## config.mk

```make
export PLATFORM = sky130hd
export DESIGN_NAME = pipe_alu_core
export DESIGN_NICKNAME = d
export VERILOG_FILES = /design/src/rtl/pipe_alu_pkg.sv /design/src/rtl/pipe_alu_unit.sv /design/src/rtl/pipe_alu_core.sv
export SDC_FILE = /design/constraint.sdc
export NUM_CORES = 1
export LEC_CHECK = 0
export ABC_AREA = 1
export ABC_CLOCK_PERIOD_IN_PS = 5600
export BUFFER_PORTS_ARGS = -buffer_cell sky130_fd_sc_hd__buf_2
export CAP_MARGIN = 20
export CORE_ASPECT_RATIO = 0.6
export CORE_MARGIN = 4
export CORE_UTILIZATION = 32
export CTS_BUF_LIST = sky130_fd_sc_hd__clkbuf_16
export DETAILED_ROUTE_END_ITERATION = 6
export SLEW_MARGIN = 25
export SYNTH_ARGS = -nofsm -noshare
export SYNTH_HDL_FRONTEND = slang
export SYNTH_HIERARCHICAL = 1
export SYNTH_SLANG_ARGS = --single-unit
```

## constraint.sdc

```tcl
create_clock -name clk -period 5.6 [get_ports clk]
set_input_delay 1.12 -clock clk [delete_from_list [all_inputs] [get_ports clk]]
set_output_delay 1.12 -clock clk [all_outputs]
set_load 0.03 [all_outputs]
```

## src/rtl/pipe_alu_pkg.sv

```systemverilog
// Shared opcode encoding, default sizes and operand/flag decode for pipe_alu_core.
package pipe_alu_pkg;

  localparam int unsigned DATA_W_DEF = 9;
  localparam int unsigned NREG_DEF   = 8;

  typedef enum logic [2:0] {
    OP_MV  = 3'b000,
    OP_MVI = 3'b001,
    OP_ADD = 3'b010,
    OP_SUB = 3'b011,
    OP_AND = 3'b100,
    OP_OR  = 3'b101,
    OP_XOR = 3'b110,
    OP_NOT = 3'b111
  } opcode_e;

  // Returns {rx_read, ry_read}.
  function automatic logic [1:0] src_use(input opcode_e op);
    case (op)
      OP_MVI:        src_use = 2'b00;
      OP_MV, OP_NOT: src_use = 2'b01;
      default:       src_use = 2'b11;
    endcase
  endfunction

  // Returns {carry_update, zero_update}; only add/sub define carry.
  function automatic logic [1:0] flag_upd(input opcode_e op);
    case (op)
      OP_ADD, OP_SUB:                 flag_upd = 2'b11;
      OP_AND, OP_OR, OP_XOR, OP_NOT:  flag_upd = 2'b01;
      default:                        flag_upd = 2'b00;
    endcase
  endfunction

endpackage

```

## src/rtl/pipe_alu_unit.sv

```systemverilog
// Combinational ALU: result, carry/borrow and zero from opcode and two operands.
module pipe_alu_unit
  import pipe_alu_pkg::*;
#(
  parameter int unsigned DATA_W = DATA_W_DEF
) (
  input  opcode_e           op,
  input  logic [DATA_W-1:0] a,
  input  logic [DATA_W-1:0] b,
  output logic [DATA_W-1:0] result,
  output logic              carry,
  output logic              zero
);

  logic [DATA_W:0] sum;

  always_comb begin
    sum    = {1'b0, a} + {1'b0, b};
    result = b;
    carry  = 1'b0;
    case (op)
      OP_ADD: begin
        result = sum[DATA_W-1:0];
        carry  = sum[DATA_W];
      end
      OP_SUB: begin
        result = a - b;
        carry  = (a < b);
      end
      OP_AND:  result = a & b;
      OP_OR:   result = a | b;
      OP_XOR:  result = a ^ b;
      OP_NOT:  result = ~b;
      default: result = b;
    endcase
    zero = (result == '0);
  end

endmodule

```

## src/rtl/pipe_alu_core.sv

```systemverilog
// Three-stage register-file ALU pipeline. Define PIPE_ALU_FORWARD_EN for operand
// bypassing (never stalls); otherwise read-after-write hazards stall in_ready.
module pipe_alu_core
  import pipe_alu_pkg::*;
#(
  parameter int unsigned DATA_W = DATA_W_DEF,
  parameter int unsigned NREG   = NREG_DEF,
  localparam int unsigned RA_W  = $clog2(NREG),
  localparam int unsigned IW    = 3 + 2 * RA_W
) (
  input  logic              clk,
  input  logic              rst,
  input  logic              in_valid,
  output logic              in_ready,
  input  logic [IW-1:0]     in_instr,
  output logic              wb_valid,
  output logic [RA_W-1:0]   wb_addr,
  output logic [DATA_W-1:0] wb_data,
  output logic              carry,
  output logic              zero,
  input  logic [RA_W-1:0]   dbg_addr,
  output logic [DATA_W-1:0] dbg_data
);

  logic [DATA_W-1:0] regs [NREG];

  opcode_e           op_in;
  logic [RA_W-1:0]   rx_in, ry_in;
  logic [1:0]        use_in;
  logic [DATA_W-1:0] imm, rx_val, ry_val, opa, opb;
  logic              accept;

  logic              s1_valid, s2_valid, s3_valid;
  opcode_e           s1_op;
  logic [RA_W-1:0]   s1_rd, s2_rd, s3_rd;
  logic [DATA_W-1:0] s1_a, s1_b, s2_res, s3_res;
  logic              s2_c, s2_z, s3_c, s3_z;
  logic [1:0]        s2_fl, s3_fl;

  logic [DATA_W-1:0] alu_res;
  logic              alu_c, alu_z;

  assign op_in    = opcode_e'(in_instr[IW-1 -: 3]);
  assign rx_in    = in_instr[2*RA_W-1 -: RA_W];
  assign ry_in    = in_instr[RA_W-1:0];
  assign use_in   = src_use(op_in);
  assign imm      = DATA_W'($signed(ry_in));
  assign accept   = in_valid && in_ready;
  assign dbg_data = regs[dbg_addr];

`ifdef PIPE_ALU_FORWARD_EN
  // Youngest producer wins; r0 never forwards since its writes are dropped.
  always_comb begin
    rx_val = regs[rx_in];
    if (s3_valid && s3_rd == rx_in) rx_val = s3_res;
    if (s2_valid && s2_rd == rx_in) rx_val = s2_res;
    if (s1_valid && s1_rd == rx_in) rx_val = alu_res;
    if (rx_in == '0) rx_val = '0;
    ry_val = regs[ry_in];
    if (s3_valid && s3_rd == ry_in) ry_val = s3_res;
    if (s2_valid && s2_rd == ry_in) ry_val = s2_res;
    if (s1_valid && s1_rd == ry_in) ry_val = alu_res;
    if (ry_in == '0) ry_val = '0;
  end

  assign in_ready = 1'b1;
`else
  function automatic logic dep(input logic v, input logic [RA_W-1:0] rd,
                               input logic [1:0] u, input logic [RA_W-1:0] rx,
                               input logic [RA_W-1:0] ry);
    dep = v && (rd != '0) && ((u[1] && rd == rx) || (u[0] && rd == ry));
  endfunction

  assign rx_val   = regs[rx_in];
  assign ry_val   = regs[ry_in];
  // S3 counts too: its write lands on the same edge this read would be captured.
  assign in_ready = !(dep(s1_valid, s1_rd, use_in, rx_in, ry_in) ||
                      dep(s2_valid, s2_rd, use_in, rx_in, ry_in) ||
                      dep(s3_valid, s3_rd, use_in, rx_in, ry_in));
`endif

  assign opa = use_in[1] ? rx_val : '0;
  assign opb = use_in[0] ? ry_val : imm;

  pipe_alu_unit #(.DATA_W(DATA_W)) u_alu (
    .op     (s1_op),
    .a      (s1_a),
    .b      (s1_b),
    .result (alu_res),
    .carry  (alu_c),
    .zero   (alu_z)
  );

  always_ff @(posedge clk or posedge rst) begin
    if (rst) begin
      s1_valid <= 1'b0;
      s2_valid <= 1'b0;
      s3_valid <= 1'b0;
      s1_op    <= OP_MV;
      s1_rd    <= '0;
      s1_a     <= '0;
      s1_b     <= '0;
      s2_rd    <= '0;
      s2_res   <= '0;
      s2_c     <= 1'b0;
      s2_z     <= 1'b0;
      s2_fl    <= '0;
      s3_rd    <= '0;
      s3_res   <= '0;
      s3_c     <= 1'b0;
      s3_z     <= 1'b0;
      s3_fl    <= '0;
      wb_valid <= 1'b0;
      wb_addr  <= '0;
      wb_data  <= '0;
      carry    <= 1'b0;
      zero     <= 1'b0;
      for (int i = 0; i < int'(NREG); i++) regs[i] <= '0;
    end else begin
      s1_valid <= accept;
      if (accept) begin
        s1_op <= op_in;
        s1_rd <= rx_in;
        s1_a  <= opa;
        s1_b  <= opb;
      end
      s2_valid <= s1_valid;
      if (s1_valid) begin
        s2_rd  <= s1_rd;
        s2_res <= alu_res;
        s2_c   <= alu_c;
        s2_z   <= alu_z;
        s2_fl  <= flag_upd(s1_op);
      end
      s3_valid <= s2_valid;
      if (s2_valid) begin
        s3_rd  <= s2_rd;
        s3_res <= s2_res;
        s3_c   <= s2_c;
        s3_z   <= s2_z;
        s3_fl  <= s2_fl;
      end
      wb_valid <= s3_valid;
      if (s3_valid) begin
        wb_addr <= s3_rd;
        wb_data <= s3_res;
        if (s3_rd != '0) regs[s3_rd] <= s3_res;
        if (s3_fl[1]) carry <= s3_c;
        if (s3_fl[0]) zero  <= s3_z;
      end
    end
  end

endmodule
```

==> metrics <==
DP Worst Slack 1.32 ns; DRC 0; root buffer cell clkbuf_16; Clock Latency Late Sink 0.45 ns; crit path max fanout 38; worst setup margin 1.30 ns; metal2 WL 11400 um; hold crit path type reg2reg; Pwr Density 553 mW/mm^2; CTS Buffer Depth 2; Post-Synth Simple-Gate Area 26.5%; layout cells sized above 1 9.93%; largest net degree at the start of global routing 57; top sig layer met4; Post-DP HPWL 22800 um; measured slew at the worst slew-check pin 0.900 ns; core area 0.0287 mm^2; Final Skew 0.0143 ns; Distinct cells, synth 37; vias in the first global route 7958; Yosys top cell by area dfrtp_1; Hold Vio Cnt, Final 0; EDFF count, synth 0; Synth top area share 39.3%; cts hold-fix bufs 0; Synth Register Bits 146; Critical Path RT 4.48 ns; final max-slew violation count 0; chip height 140 um; post-synthesis mux area share 0%; R2R setup slack 2.92 ns; syn nets 1357; synthesized area per cell 7.09 um^2; ranking of synthesized cells by area dfrtp_1 39%, nand2_1 15%, o21ai_0 12%; Nets 1341; Die Area 0.0320 mm^2; setup TNS 0 ns; CP endpoint kind primary output; post-synthesis adder-cell area fraction 4.20%; Iter 0 DRT Violations 1233; Final GP Congestion 0.983; Compound-Gate Fraction of Synth Area 19.6%; total setup buffers inserted after CTS 0; Synth Cell Area 0.00930 mm^2; Routed WL 30800 um; Final Cycle Share 76.8%; async set or reset register ratio after synthesis 100%; GRT overflow 0; Post-Syn Instances 1312; main combinational cell family by area after synthesis simple AND/OR/NAND/NOR gates; IO Count 40; Post-CTS Resized 0; maxcap violations 0; Slew HR 39.8%; Finished Cell Area 0.0102 mm^2; kind of critical path in2out; FP Rows 48; GRT Overall Usage 19.2%; peak supply drop 0.256 mV; fmax 233 MHz; RSZ-0062 raised after global routing false; total number of yosys warnings 6; CTS tree built; most instantiated cells after synthesis 364 x nand2_1, 232 x o21ai_0, 146 x dfrtp_1; status finished clean; IO buf count 39; Routed Antenna Nets 0; CP arrival 3.18 ns; most frequent cell after synthesis nand2_1; Num CTS Buffers 17; setup violators final 0; Leakage 0.00491 uW; xor-xnor portion of the synthesized cell area 0.753%; Vias 8806; clock-pin slew on the worst setup and hold paths 0.06 ns; DP Area 0.00963 mm^2; Setup crit start kind input pin; first-pass iteration count of the detailed router 5; initial antenna violation count 2; first-pass GRT wire length 47800 um; wire length on met3 3300 um; H-tree depth 4; Routed WL per cell 18.2 um; Initial Util 32.4%; vias per cell 5.22; P&R area growth vs syn 9.98%; share of synthesized area occupied by flip-flops and latches 39.3%; Die W 228 um; Metal-1 WL 15700 um; clk sinks 146; Synth Flop Type dfrtp_1; fin crit period 4.30 ns
[worst paths after layout]
kind                                               end  cells past startpoint                 start
max in group asynchronous          s1_a[4]$_DFFE_PP0P_                      3                   rst
worst min-delay path              regs[70]$_DFFE_PP0P_                      0  regs[70]$_DFFE_PP0P_
worst max register to register        s2_z$_DFFE_PP0P_                     14   s1_b[3]$_DFFE_PP0P_
worst max-delay path                          in_ready                     10           in_instr[4]
min in group asynchronous       wb_data[1]$_DFFE_PP0P_                      2                   rst
worst min register to register    regs[70]$_DFFE_PP0P_                      0  regs[70]$_DFFE_PP0P_
[logic make-up (layout without fill, tap and decap cells)]
kind of cell | Yosys count | in the layout
and+or+nand+nor | 559 | 559
AOI/OAI and AO/OA | 355 | 355
buffers and inverters | 214 | 211
DFF | 146 | 146
adders and majority gates | 30 | 30
xor gates and xnor gates | 8 | 8
other | 0 | 3
[metal layers]
metal / vias to the layer above / GRT usage [%]
met5: - / 0
met1: 4090 / 31.4
li1: 4250 / -
met4: 0 / 4.28
met3: 33 / 5.49
met2: 433 / 24.3
[worst max-delay path, stage by stage]
cell and delay [ns]:
buf_2 0.57, inv_1 0.26, nand2_1 0.14, nand2_1 0.07, nand4_2 0.08, nand2_1 0.09
nand2_4 0.09, nand2_4 0.07, nor2_8 0.38, buf_2 0.30
[through the flow]
| stage | util [%] | std cells | power, uW | hold slack (ns) |
|---|---|---|---|---|
| 6_report | 35.6 | 1687 | 5660 | 0.419 |
| 2_1_floorplan | - | 1312 | 3640 | 0.349 |
| 3_3_place_gp | 33.5 | 1652 | 4390 | 0.406 |
| 5_1_grt | 35.6 | 1685 | 6090 | 0.424 |
| 4_1_cts | 35.6 | 1684 | 5620 | 0.416 |
| 3_5_place_dp | 33.5 | 1652 | 4430 | 0.401 |
[cell type report]
cell class                 count  area, um^2
inverter                     134         510
antenna                        3        7.51
fill                        3043       18500
sequential                   146        3650
multi-input combinational    952        4750
clock buffer                  17         425
tap                          375         469
clock inverter                15         171
timing repair buffer          45         240
[layout by cell type (no fill, tap or decap), types with 6 or more instances in the layout]
cell type | synthesis | layout
nand3_1 | 56 | 56
clkbuf_16 | 0 | 17
nand4_1 | 14 | 14
o211ai_1 | 9 | 9
ha_1 | 28 | 28
inv_2 | 12 | 12
nand3_2 | 23 | 23
buf_4 | 7 | 6
inv_6 | 0 | 8
dfrtp_1 | 146 | 146
nand2_1 | 364 | 364
inv_1 | 120 | 119
a21oi_1 | 90 | 90
o21ai_0 | 232 | 232
buf_2 | 22 | 39
nor2_1 | 82 | 82
a31oi_1 | 13 | 13
[registers in the layout (all words and copies together), names as in the netlist, 2 cells and up]
register,flops
s3_fl,2
s1_b,9
wb_data,9
s2_res,9
s2_fl,2
s1_op,3
s1_a,9
regs,72
s3_rd,3
s1_rd,3
s2_rd,3
s3_res,9
wb_addr,3
[power breakdown]
group	total (uW)	switching, uW	leakage [uW]	internal (uW)
combinational	2520	1780	0.00270	743
sequential	1970	487	0.00191	1480
clock	1170	502	0.000292	669
total	5660	2760	0.00491	2900
Power figures use the tool's default switching activity.
